`src/rtl/bootram_pkg.sv`:
```
// Shared types and constants for the boot RAM arbiter: FSM states, grant encoding, lane geometry.
package bootram_pkg;

    localparam int unsigned NUM_LANES = 4;
    localparam int unsigned LANE_W    = 8;
    localparam int unsigned WORD_W    = NUM_LANES * LANE_W;

    typedef enum logic [1:0] {
        ST_IDLE  = 2'd0,
        ST_ISSUE = 2'd1,
        ST_WAIT  = 2'd2,
        ST_DONE  = 2'd3
    } state_e;

    typedef enum logic {
        GNT_CPU = 1'b0,
        GNT_LDR = 1'b1
    } gnt_e;

    // One RAM write beat: word data plus per-lane strobes (all-zero strobes = read).
    typedef struct packed {
        logic [WORD_W-1:0]    data;
        logic [NUM_LANES-1:0] strb;
    } wr_beat_t;

    function automatic logic [NUM_LANES-1:0] lane_onehot(input logic [1:0] lane);
        lane_onehot = NUM_LANES'(1) << lane;
    endfunction

endpackage

```
`src/rtl/bootram_rr_arb.sv`:
```
// Two-way round-robin grant between CPU and loader; a tie goes to whoever was not granted last.
module bootram_rr_arb
    import bootram_pkg::*;
(
    input  logic cpu_req_i,
    input  logic ldr_req_i,
    input  logic last_gnt_i,
    output logic gnt_vld_c,
    output logic gnt_c
);

    always_comb begin
        gnt_vld_c = cpu_req_i | ldr_req_i;
        gnt_c     = GNT_CPU;
        if (cpu_req_i && ldr_req_i) begin
            gnt_c = (last_gnt_i == GNT_CPU) ? GNT_LDR : GNT_CPU;
        end else if (ldr_req_i) begin
            gnt_c = GNT_LDR;
        end
    end

endmodule

```
`src/rtl/bootram_arb.sv`:
```
// Arbitrates a 32-bit CPU port and a byte-wide loader port onto one 4-lane boot RAM.
// One access at a time: IDLE -> ISSUE -> (WAIT for reads) -> DONE -> IDLE.
module bootram_arb
    import bootram_pkg::*;
#(
    parameter int unsigned ADDR_W        = 11,
    parameter logic        LOCK_AT_RESET = 1'b0
) (
    input  logic              clk,
    input  logic              resetn,
    input  logic              cpu_valid,
    output logic              cpu_ready,
    input  logic [31:0]       cpu_addr,
    input  logic [31:0]       cpu_wdata,
    input  logic [3:0]        cpu_wstrb,
    output logic [31:0]       cpu_rdata,
    input  logic              ldr_valid,
    output logic              ldr_ready,
    input  logic              ldr_we,
    input  logic [ADDR_W+1:0] ldr_addr,
    input  logic [7:0]        ldr_wdata,
    output logic [7:0]        ldr_rdata,
    input  logic              lock_set,
    output logic              locked,
    output logic              ram_ce,
    output logic              ram_oce,
    output logic [3:0]        ram_wre,
    output logic [ADDR_W-1:0] ram_ad,
    output logic [31:0]       ram_din,
    input  logic [31:0]       ram_dout
);

    state_e            state_q, state_d;
    logic              gnt_q, gnt_d;
    logic              last_gnt_q, last_gnt_d;
    logic [1:0]        lane_q, lane_d;
    logic              is_wr_q, is_wr_d;
    logic              locked_q, locked_d;
    logic              cpu_ready_q, cpu_ready_d;
    logic              ldr_ready_q, ldr_ready_d;
    logic              ram_ce_q, ram_ce_d;
    logic              ram_oce_q, ram_oce_d;
    logic [3:0]        ram_wre_q, ram_wre_d;
    logic [ADDR_W-1:0] ram_ad_q, ram_ad_d;
    logic [31:0]       ram_din_q, ram_din_d;
    logic [31:0]       cpu_rdata_q, cpu_rdata_d;
    logic [7:0]        ldr_rdata_q, ldr_rdata_d;

    logic              gnt_vld_c;
    logic              gnt_c;
    logic [ADDR_W-1:0] ad_sel_c;
    wr_beat_t          beat_c;
    logic              unused_addr_c;

    // Byte offset and bits above the RAM window are ignored on the CPU side.
    assign unused_addr_c = ^{cpu_addr[31:ADDR_W+2], cpu_addr[1:0]};

    bootram_rr_arb u_rr_arb (
        .cpu_req_i  (cpu_valid),
        .ldr_req_i  (ldr_valid & ~locked_q),
        .last_gnt_i (last_gnt_q),
        .gnt_vld_c  (gnt_vld_c),
        .gnt_c      (gnt_c)
    );

    // Address and write beat of whichever requester is winning this cycle.
    always_comb begin
        ad_sel_c = ldr_addr[ADDR_W+1:2];
        beat_c   = '0;
        if (gnt_c == GNT_CPU) begin
            ad_sel_c    = cpu_addr[ADDR_W+1:2];
            beat_c.data = cpu_wdata;
            beat_c.strb = cpu_wstrb;
        end else begin
            beat_c.data = {NUM_LANES{ldr_wdata}};
            beat_c.strb = ldr_we ? lane_onehot(ldr_addr[1:0]) : 4'b0000;
        end
    end

    always_ff @(posedge clk or negedge resetn) begin
        if (!resetn) begin
            state_q <= ST_IDLE;
        end else begin
            state_q <= state_d;
        end
    end

    always_comb begin
        state_d = state_q;
        unique case (state_q)
            ST_IDLE:  if (gnt_vld_c) state_d = ST_ISSUE;
            ST_ISSUE: state_d = is_wr_q ? ST_DONE : ST_WAIT;
            ST_WAIT:  state_d = ST_DONE;
            ST_DONE:  state_d = ST_IDLE;
            default:  state_d = ST_IDLE;
        endcase
    end

    // Outputs are computed one state ahead so that the registered copy lines up with the state.
    always_comb begin
        gnt_d       = gnt_q;
        last_gnt_d  = last_gnt_q;
        lane_d      = lane_q;
        is_wr_d     = is_wr_q;
        locked_d    = locked_q | lock_set;
        cpu_ready_d = 1'b0;
        ldr_ready_d = 1'b0;
        ram_ce_d    = 1'b0;
        ram_oce_d   = 1'b1;
        ram_wre_d   = 4'b0000;
        ram_ad_d    = ram_ad_q;
        ram_din_d   = ram_din_q;
        cpu_rdata_d = cpu_rdata_q;
        ldr_rdata_d = ldr_rdata_q;
        unique case (state_q)
            ST_IDLE: begin
                if (gnt_vld_c) begin
                    gnt_d     = gnt_c;
                    lane_d    = ldr_addr[1:0];
                    is_wr_d   = |beat_c.strb;
                    ram_ce_d  = 1'b1;
                    ram_ad_d  = ad_sel_c;
                    ram_din_d = beat_c.data;
                    ram_wre_d = beat_c.strb;
                end
            end
            ST_ISSUE: begin
                if (is_wr_q) begin
                    cpu_ready_d = (gnt_q == GNT_CPU);
                    ldr_ready_d = (gnt_q == GNT_LDR);
                end
            end
            ST_WAIT: begin
                cpu_ready_d = (gnt_q == GNT_CPU);
                ldr_ready_d = (gnt_q == GNT_LDR);
                if (gnt_q == GNT_CPU) begin
                    cpu_rdata_d = ram_dout;
                end else begin
                    ldr_rdata_d = ram_dout[LANE_W*lane_q +: LANE_W];
                end
            end
            ST_DONE: begin
                last_gnt_d = gnt_q;
            end
            default: ;
        endcase
    end

    always_ff @(posedge clk or negedge resetn) begin
        if (!resetn) begin
            gnt_q       <= GNT_CPU;
            last_gnt_q  <= GNT_LDR;
            lane_q      <= 2'b00;
            is_wr_q     <= 1'b0;
            locked_q    <= LOCK_AT_RESET;
            cpu_ready_q <= 1'b0;
            ldr_ready_q <= 1'b0;
            ram_ce_q    <= 1'b0;
            ram_oce_q   <= 1'b0;
            ram_wre_q   <= 4'b0000;
            ram_ad_q    <= '0;
            ram_din_q   <= 32'h0;
            cpu_rdata_q <= 32'h0;
            ldr_rdata_q <= 8'h0;
        end else begin
            gnt_q       <= gnt_d;
            last_gnt_q  <= last_gnt_d;
            lane_q      <= lane_d;
            is_wr_q     <= is_wr_d;
            locked_q    <= locked_d;
            cpu_ready_q <= cpu_ready_d;
            ldr_ready_q <= ldr_ready_d;
            ram_ce_q    <= ram_ce_d;
            ram_oce_q   <= ram_oce_d;
            ram_wre_q   <= ram_wre_d;
            ram_ad_q    <= ram_ad_d;
            ram_din_q   <= ram_din_d;
            cpu_rdata_q <= cpu_rdata_d;
            ldr_rdata_q <= ldr_rdata_d;
        end
    end

    assign cpu_ready = cpu_ready_q;
    assign ldr_ready = ldr_ready_q;
    assign cpu_rdata = cpu_rdata_q;
    assign ldr_rdata = ldr_rdata_q;
    assign locked    = locked_q;
    assign ram_ce    = ram_ce_q;
    assign ram_oce   = ram_oce_q;
    assign ram_wre   = ram_wre_q;
    assign ram_ad    = ram_ad_q;
    assign ram_din   = ram_din_q;

endmodule
```
`config.mk`:
```
export PLATFORM = sky130hd
export DESIGN_NAME = bootram_arb
export DESIGN_NICKNAME = d
export VERILOG_FILES = /design/src/rtl/bootram_pkg.sv /design/src/rtl/bootram_rr_arb.sv /design/src/rtl/bootram_arb.sv
export SDC_FILE = /design/constraint.sdc
export NUM_CORES = 1
export LEC_CHECK = 0
export BUFFER_PORTS_ARGS = -buffer_cell sky130_fd_sc_hd__buf_2
export CORE_ASPECT_RATIO = 1.1
export CORE_MARGIN = 10
export CORE_UTILIZATION = 40
export CTS_CLUSTER_DIAMETER = 40
export DETAILED_ROUTE_END_ITERATION = 16
export PLACE_DENSITY = 0.72
export SYNTH_ARGS = -nofsm -noshare
export SYNTH_HDL_FRONTEND = slang
export SYNTH_SLANG_ARGS = --single-unit
```
`constraint.sdc`:
```
create_clock -name clk -period 3.95 [get_ports clk]
set_input_delay 0.79 -clock clk [delete_from_list [all_inputs] [get_ports clk]]
set_output_delay 0.79 -clock clk [all_outputs]
set_load 0.05 [all_outputs]
```
==> summary.md, run 1 <==
| Metric | Value |
|---|---|
| ANT cells | 0 |
| Die H | 129 um |
| Worst Path Required | 4200 ps |
| Port-buffer cells | 197 |
| Routability cong. | 0.786 |
| Combinational fraction of design power | 52.5% |
| Peak supply drop | 0.453 mV |
| Initial antenna violation count | 2 |
| Register area share after synthesis | 57.8% |
| Sw Share | 49.4% |
| Pleak | 0.00290 uW |
| Crit path DAT | 2570 ps |
| Actual slew at the worst max-slew pin | 639 ps |
| Remaining Overflow, GRT | 0 |
| Number of top-level pins | 219 |
| Core box area | 10,400 um^2 |
| Total number of vias | 3,451 |
| Residual DRC | 0 |
| GRT Total Usage | 16.3% |
| CP max-delay cell | or4b_1 |
| Worst skew pair latency | 340 ps |
| Area growth syn-to-layout | 33.4% |
| Most frequent cells in the layout | 196 x buf_2, 98 x dfrtp_1, 51 x nand2_1, 46 x o21ai_0, 44 x mux2_2 |
| Initial DRC Count | 178 |
| Pins over their slew limit | 0 |
| Mux contribution to synthesized area | 18.3% |
| Mapped Cells | 355 |
| Hold WC Path Type | in -> async |
| Final Skew | 7.99 ps |
| P per Cell Area | 987 nW/um^2 |
| Detailed Route WL | 12.6 mm |
| DP HPWL | 9.96 mm |
| CP max FO | 49 |
| Synth Cell Area | 4290 um^2 |
| Max cap viols | 0 |
| Post-synth top area cell | dfrtp_1 |
| Cell internal pwr | 2850 uW |
| Die Wd | 119 um |
| CTS resizes | 0 |
| Post-Synth Adder-Cell Area | 1.17% |
| #FFs+latches synth | 99 |
| Post-synthesis xor/xnor area fraction | 0% |
| CTS Hold Buffers Added | 0 |
| Post-route minimum period | 2320 ps |
| Register share of total power | 30.8% |
| Share of the synthesized area in the top cell type | 57.2% |
| Clk network pwr share | 16.7% |
| Setup Viol. Count Final | 0 |
| CTS tree | yes |
| Sum Neg Setup Slack | 0 ps |
| Netlist cell types | 29 |
| Syn Area/Cell | 12.1 um^2 |
| Initial Util | 41.0% |
| Post-synth ARST share | 100% |
| CTS sink cnt | 99 |
| Share of layout cells above drive strength 1 | 50.9% |
| Post-synth EDFFs | 0 |
| Relative slew slack | 57.4% |
| Reg2reg start | last_gnt_q |
| Psw | 2790 uW |
| WP buf/inv | 1 |
| Worst r2r path cells | 4 |
| CTS buffer count | 9 |
| Crit path max-delay family | simple AND/OR/NAND/NOR gates |
| Commonest non-fill, non-tap cell in the layout | buf_2 |
| Post-synthesis compound-gate area fraction | 10.3% |
| Fillers | 963 |
| NumNets Final | 676 |
| Ys Warns | 0 |
| WL/cell | 18.2 um |
| ANT nets after route | 0 |
| First-pass DRT Iterations | 4 |
| Fin cells | 693 |
| DIE AREA | 15,300 um^2 |
| Ys flop type | dfrtp_1 |
| First-pass GRT wire length | 19.9 mm |
| Vias per cell | 4.98 |
| Status | finished clean |
| Crit path kind | in -> reg |
| CTS H-tree depth | 3 |
| Largest family of logic cells by synthesized area | multiplexers |
| R2r setup slk | 1740 ps |
| CP Launch Type | input port |
| Critical path, cell by cell | buf_2 > and2_1 > nand2b_4 > or4b_1 > a21oi_1 |
| Final hold vios | 0 |
| Std cell rows | 39 |
| Vias in the first global route | 3,737 |
| Mapped Nets | 486 |
| Largest net degree at the start of global routing | 55 |
| Root Driver | clkbuf_16 |
| Post-CTS setup buffer count | 0 |
| CP peak stage delay | 610 ps |
| CTS max path bufs | 2 |
| Top post-synthesis cells by area | dfrtp_1 57%, mux2_2 12%, o21ai_0 5.4%, nand2_1 4.5%, a21oi_1 4.2% |
| Cells after DPL | 677 |
| RR Endpoint | ram_ad[10] |
| Reg clk slew, reported paths | 70 ps |
| Simple-gate share of the synthesized area | 9.37% |
| Final Cycle Share | 58.7% |
| Crit. End Element | flip-flop |
| Fmax | 431 MHz |
| RSZ-0062 raised after global routing | false |
## worst max-delay path by stage
stage | from | to | slack, ps | depth (start not counted)
after global routing | cpu_valid | ram_wre[0] | 1500 | 5
final | cpu_valid | ram_wre[0] | 1630 | 5
after detailed placement | cpu_valid | ram_wre[0] | 1270 | 5
after global placement | cpu_valid | ram_wre[0] | 1310 | 5
after floorplan | ldr_valid | lane_q[0] | 2150 | 4
after CTS | cpu_valid | ram_wre[0] | 1620 | 5
## logic make-up after synthesis
group,after synthesis
flip-flops,99
AO/OA/AOI/OAI,87
AND/OR/NAND/NOR,75
multiplexers,63
buffers and inverters,26
adder cells (fa/ha/maj),4
other,1
## state kept, by name, indices dropped and copies added, names as in the netlist, 2 cells and up
name,count
ldr_rdata,8
state_q,2
cpu_rdata,32
ram_wre,4
ram_ad,11
lane_q,2
ram_din,32
## power groups by stage
| stage | logic, uW | clock network [uW] | registers, uW |
|---|---|---|---|
| 5_1_grt | 3140 | 1020 | 1800 |
| 3_3_place_gp | 2960 | 0 | 1730 |
| 3_5_place_dp | 3000 | 0 | 1760 |
| 2_1_floorplan | 782 | 0 | 3220 |
| 6_report | 2960 | 944 | 1740 |
| 4_1_cts | 3000 | 963 | 1740 |
## area by class of cell
class                           instances  area (um^2)  share of cell area (%)
Inverter                                4         15.0                   0.263
Clock buffer                           12          246                    4.31
Sequential cell                        99         2480                    43.4
Clock inverter                          4         76.3                    1.34
Timing Repair Buffer                  201         1030                    18.0
Multi-Input combinational cell        230         1690                    29.6
Tap cell                              143          179                    3.13
## cell usage after synthesis, types with 2 or more instances
library cell,number
a21oi_1,36
and2_1,2
buf_2,13
buf_4,3
clkbuf_1,6
dfrtp_1,98
ha_1,4
inv_1,4
mux2_2,44
mux2i_1,11
mux4_2,8
nand2_1,51
nand4b_1,2
nor2_1,4
nor3b_2,8
o21ai_0,46
o21ai_1,3
## metal layers
layer | track usage (%) | wire, um | up-vias | share of wire [%]
li1 | - | - | 1619 | -
met1 | 19.8 | 5470 | 1639 | 44
met2 | 24.5 | 5390 | 173 | 43
met3 | 8.79 | 1510 | 16 | 12
met4 | 5.54 | 183 | 4 | 1.5
met5 | 0 | 18 | - | 0.14
## stage by stage
stage | util (%) | worst slack [ps] | power [uW] | hold WS, ps | area [um^2]
4_1_cts | 54.7 | 1620 | 5710 | 467 | 5720
2_1_floorplan | - | 2150 | 4000 | 441 | 4290
3_3_place_gp | 51.7 | 1310 | 4680 | 459 | 5390
3_5_place_dp | 51.7 | 1270 | 4760 | 465 | 5390
6_report | 54.7 | 1630 | 5640 | 453 | 5720
5_1_grt | 54.7 | 1500 | 5960 | 479 | 5720
Note: power is estimated with default switching activity, not from simulation.
==> run 2: changes to the inputs <==
clock period = 2.3 ns   (was 3.95 ns; I/O delays follow)
==> run 2 against run 1 <==
Effect of this change:
- worst setup slack worse by 1100 ps
- clock skew shrank 1.9 ps
- die area is the same
- via count barely moved
- clock-buffer cell count shrank 2
- core utilization barely moved
- global-route usage decreased by 0.24 points
- clock power rose by 55%
==> summary.md, run 2 (synthesis gave the netlist of run 1 again) <==
| Metric | Value |
|---|---|
| Status | finished clean |
| Commonest non-fill, non-tap cell in the layout | buf_2 |
| Psw | 4780 uW (+71%) |
| R2r setup slk | 540 ps (-1200 ps) |
| Max cap viols | 0 (unchanged) |
| Post-CTS setup buffer count | 0 (unchanged) |
| Peak supply drop | 0.834 mV (+84%) |
| Die H | 129 um (unchanged) |
| CP max FO | 48 (-2.0%) |
| CTS max path bufs | 2 (unchanged) |
| Vias in the first global route | 3,750 (+0.35%) |
| CTS sink cnt | 99 (unchanged) |
| CTS H-tree depth | 3 (unchanged) |
| Fin cells | 695 (+0.29%) |
| Worst path depth | 5 (unchanged) |
| First-pass DRT Iterations | 4 (unchanged) |
| Post-layout util | 54.7% (about the same) |
| RSZ-0062 raised after global routing | false |
| Cell internal pwr | 4770 uW (+67%) |
| Initial DRC Count | 230 (+29%) |
| Crit. End Element | flip-flop |
| Critical path, cell by cell | and2_1 > nand2b_4 > buf_4 > mux2i_1 > o21ai_0 |
| Initial antenna violation count | 3 (+1) |
| Combinational fraction of design power | 53.4% (+0.9 points) |
| Total number of vias | 3,449 (-0.058%) |
| Pleak | 0.00291 uW (+0.34%) |
| Worst r2r path cells | 5 (+1) |
| CTS resizes | 0 (unchanged) |
| WP buf/inv | 1 (unchanged) |
| Register share of total power | 31.3% (+0.5 points) |
| Final hold vios | 0 (unchanged) |
| Crit path DAT | 1980 ps (-590 ps) |
| Remaining Overflow, GRT | 0 (unchanged) |
| GRT Total Usage | 16.1% (-0.24 points) |
| CTS Hold Buffers Added | 0 (unchanged) |
| CP peak stage delay | 530 ps (-80 ps) |
| Crit path kind | reg -> reg |
| Die Wd | 119 um (unchanged) |
| ANT cells | 0 (unchanged) |
| Core box area | 10,400 um^2 (unchanged) |
| Worst skew pair latency | 340 ps (about the same) |
| DIE AREA | 15,300 um^2 (unchanged) |
| Reg2reg start | last_gnt_q |
| First-pass GRT wire length | 19.7 mm (-1.2%) |
| Worst Path Required | 2520 ps (-1680 ps) |
| Most frequent cells in the layout | 196 x buf_2, 98 x dfrtp_1, 51 x nand2_1, 46 x o21ai_0, 44 x mux2_2 |
| Final Cycle Share | 76.6% |
| Port-buffer cells | 197 (unchanged) |
| CP Launch Type | flip-flop |
| Initial Util | 41.0% (unchanged) |
| Sw Share | 50.1% (+0.63 points) |
| Worst setup path startpoint | last_gnt_q |
| Share of layout cells above drive strength 1 | 51.3% (+0.36 points) |
| Sum Neg Setup Slack | 0 ps (unchanged) |
| CP max-delay cell | dfstp_2 |
| RR Endpoint | ram_ad[10] |
| Actual slew at the worst max-slew pin | 646 ps (+7.24 ps) |
| CTS tree | yes |
| WL/cell | 18.0 um (-0.61%) |
| Post-route minimum period | 1760 ps |
| Critical path endpoint | ram_ad[10] |
| Vias per cell | 4.96 (-0.35%) |
| Cells after DPL | 680 (+0.44%) |
| Setup Viol. Count Final | 0 (unchanged) |
| NumNets Final | 679 (+0.44%) |
| Hold_ws | 86.0 ps (-367 ps) |
| Hold WC Path Type | in -> async |
| Largest net degree at the start of global routing | 68 (+24%) |
| Root Driver | clkbuf_16 |
| Relative slew slack | 56.9% (-0.48 points) |
| Routability cong. | 0.793 (+0.87%) |
| P per Cell Area | 1670 nW/um^2 (+69%) |
| Final Skew | 6.10 ps (-1.89 ps) |
| Reg clk slew, reported paths | 70 ps (about the same) |
| CTS buffer count | 9 (unchanged) |
| Area growth syn-to-layout | 33.2% (about the same) |
| DP HPWL | 9.97 mm (about the same) |
| ANT nets after route | 0 (unchanged) |
| Fmax | 568 MHz |
| Number of top-level pins | 219 (unchanged) |
| Crit path max-delay family | flip-flops |
| Pins over their slew limit | 0 (unchanged) |
| Detailed Route WL | 12.5 mm (-0.33%) |
| Std cell rows | 39 (unchanged) |
| Residual DRC | 0 (unchanged) |
| Clk network pwr share | 15.3% (-1.4 points) |
run 2: layout make-up:
cell class	count	area, um^2
Tap cell	143	179
Inverter	4	15.0
Sequential cell	99	2480
Clock buffer	10	229
Multi-Input combinational cell	230	1690
Clock inverter	5	53.8
Fill cell	936	4730
Timing Repair Buffer	204	1070
run 2: worst min path at each step:
stage,end,start,slack (ps),cells past startpoint
global route,cpu_rdata[6],resetn,120,1
global placement,cpu_rdata[6],resetn,460,1
detailed placement,cpu_rdata[6],resetn,470,1
floorplan,cpu_rdata[0],resetn,160,0
finish,cpu_rdata[6],resetn,90,1
CTS,cpu_rdata[6],resetn,100,1
run 2: metrics by stage:
| step | area [um^2] | worst slack, ps | total power (uW) |
|---|---|---|---|
| after global routing | 5710 | 396 | 10000 |
| after detailed placement | 5430 | 442 | 8180 |
| after global placement | 5430 | 488 | 8070 |
| after floorplan | 4290 | 686 | 6870 |
| final | 5710 | 538 | 9550 |
| after CTS | 5710 | 504 | 9650 |
run 2: metal layers:
| layer | track usage, % | part of all wire, % |
|---|---|---|
| met4 | 5.54 | 1.3 |
| met1 | 19.6 | 43 |
| met5 | 0 | 0.37 |
| met2 | 24.6 | 44 |
| met3 | 7.79 | 11 |
run 2: power groups by stage:
| stage | Clock [uW] | Combinational, uW | Sequential, uW |
|---|---|---|---|
| 3_5_place_dp | 0 | 5160 | 3020 |
| 4_1_cts | 1490 | 5160 | 3000 |
| 2_1_floorplan | 0 | 1340 | 5520 |
| 6_report | 1460 | 5100 | 2990 |
| 3_3_place_gp | 0 | 5090 | 2970 |
| 5_1_grt | 1560 | 5390 | 3090 |
==> run 3: changes to the inputs <==
PLACE_DENSITY = 0.75   (was 0.72)
clock period = 1.6 ns   (was 2.3 ns; I/O delays follow)
==> run 3 against run 2 <==
Effect of this change:
- via count up 0.43%
- flip-flop and latch count unchanged
- critical path depth down 1
- cell area up 3.3%
- largest cell class unchanged
==> summary.md, run 3 (synthesis gave the netlist of run 1 again) <==
| Metric | Value |
|---|---|
| Status | finished clean |
| CTS sink cnt | 99 (unchanged) |
| R2r setup slk | 100 ps (-440 ps) |
| Total number of vias | 3,464 (+0.43%) |
| Pleak | 0.00299 uW (+2.8%) |
| Core box area | 10,400 um^2 (unchanged) |
| Sum Neg Setup Slack | 0 ps (unchanged) |
| Post-route minimum period | 1500 ps (-264 ps) |
| DIE AREA | 15,300 um^2 (unchanged) |
| Worst skew pair latency | 350 ps (about the same) |
| First-pass DRT Iterations | 4 (unchanged) |
| Initial Util | 41.0% (unchanged) |
| Hold WC Path Type | in -> reg |
| Cells after DPL | 688 (+1.2%) |
| Post-CTS setup buffer count | 0 (unchanged) |
| CTS buffer count | 9 (unchanged) |
| GRT Total Usage | 16.4% (+0.29 points) |
| Vias per cell | 4.90 (-1.3%) |
| Crit path DAT | 1770 ps (-210 ps) |
| Remaining Overflow, GRT | 0 (unchanged) |
| Commonest non-fill, non-tap cell in the layout | buf_2 |
| Share of layout cells above drive strength 1 | 52.8% (+1.5 points) |
| Std cell rows | 39 (unchanged) |
| Initial antenna violation count | 1 (-2) |
| Max cap viols | 0 (unchanged) |
| Power Total | 13,800 uW (+45%) |
| Pins over their slew limit | 0 (unchanged) |
| WL/cell | 18.1 um (+0.40%) |
| RSZ-0062 raised after global routing | true |
| Most frequent cells in the layout | 196 x buf_2, 97 x dfrtp_1, 51 x nand2_1, 46 x o21ai_0, 44 x mux2_2 |
| CP Launch Type | flip-flop |
| NumNets Final | 689 (+1.5%) |
| Final hold vios | 0 (unchanged) |
| Initial DRC Count | 167 (-27%) |
| Routability cong. | 0.791 (-0.20%) |
| Root Driver | clkbuf_16 |
| Largest net degree at the start of global routing | 76 (+12%) |
| Fillers | 912 (-2.6%) |
| Final Cycle Share | 93.6% (+17 points) |
| Die Wd | 119 um (unchanged) |
| Crit. End Element | flip-flop |
| CTS H-tree depth | 3 (unchanged) |
| Area growth syn-to-layout | 37.7% |
| DP HPWL | 10.1 mm (+0.91%) |
| CP max FO | 4 (-92%) |
| Worst Path Required | 1870 ps (-650 ps) |
| Reg clk slew, reported paths | 70 ps (about the same) |
| Fmax | 668 MHz (+18%) |
| Port-buffer cells | 197 (unchanged) |
| Fin cells | 707 (+1.7%) |
| Die H | 129 um (unchanged) |
| Vias in the first global route | 3,755 (+0.13%) |
| Residual DRC | 0 (unchanged) |
| CTS max path bufs | 2 (unchanged) |
| Detailed Route WL | 12.8 mm (+2.1%) |
| First-pass GRT wire length | 20.0 mm (+1.5%) |
| Setup Viol. Count Final | 0 (unchanged) |
| Peak supply drop | 1.23 mV (+48%) |
| P per Cell Area | 2340 nW/um^2 (+40%) |
| Crit path kind | reg -> reg |
| Post-layout util | 56.5% (+1.8 points) |
| CTS tree | yes |
| Number of top-level pins | 219 (unchanged) |
| Final Skew | 9.08 ps (+2.98 ps) |
| ANT nets after route | 0 (unchanged) |
run 3: path summary, 6_finish.rpt:
| path | from | endpoint | depth (start not counted) |
|---|---|---|---|
| min | lock_set | locked | 2 |
| max reg2reg | locked | ram_wre[0] | 4 |
| max in group asynchronous | resetn | last_gnt_q | 3 |
| min in group asynchronous | resetn | cpu_rdata[6] | 3 |
| min reg2reg | ram_din[8] | ram_din[8] | 2 |
| max | locked | ram_wre[0] | 4 |
run 3: what timing repair did:
item,in CTS,in global routing
resized for setup,0,4
endpoints found under the hold margin,98,0
setup endpoints to repair,0,19
hold buffers,1,0
run 3: worst max-delay path, cell delays in order (launching register included):
cell	delay (ps)
dfrtp_2	440
nor2b_4	200
nand2b_4	120
or4b_1	520
a21oi_1	150
run 3: per-stage QoR:
step                instance area [um^2]  worst slack (ps)  hold WS, ps
CTS                                 5860              16.2          153
floorplan                           4290              88.7         24.4
global route                        5900             -9.07          152
global placement                    5580              60.3          328
finish                              5900               102          162
detailed placement                  5580              25.3          336
run 3: power breakdown:
part | switching, uW | total [uW] | internal [uW] | leakage, uW
logic | 5430 | 7570 | 2140 | 0.00166
registers | 606 | 4250 | 3640 | 0.00120
clock network | 937 | 1990 | 1050 | 0.000125
total | 6980 | 13800 | 6840 | 0.00299
run 3: layout make-up:
type	count	area [um^2]	share of cell area [%]
Clock buffer	10	229	3.88
Antenna cell	1	2.50	0.0424
Tap cell	143	179	3.03
Multi-Input combinational cell	230	1710	28.9
Sequential cell	99	2480	42.0
Clock inverter	6	41.3	0.700
Inverter	4	15.0	0.254
Timing Repair Buffer	214	1250	21.2
run 3: metal layers:
layer | global-route usage, % | vias up | wire length [um]
li1 | - | 1656 | -
met1 | 20.2 | 1610 | 5410
met2 | 24.8 | 187 | 5660
met3 | 8.05 | 11 | 1570
met4 | 5.32 | 0 | 163
met5 | 0 | - | 0
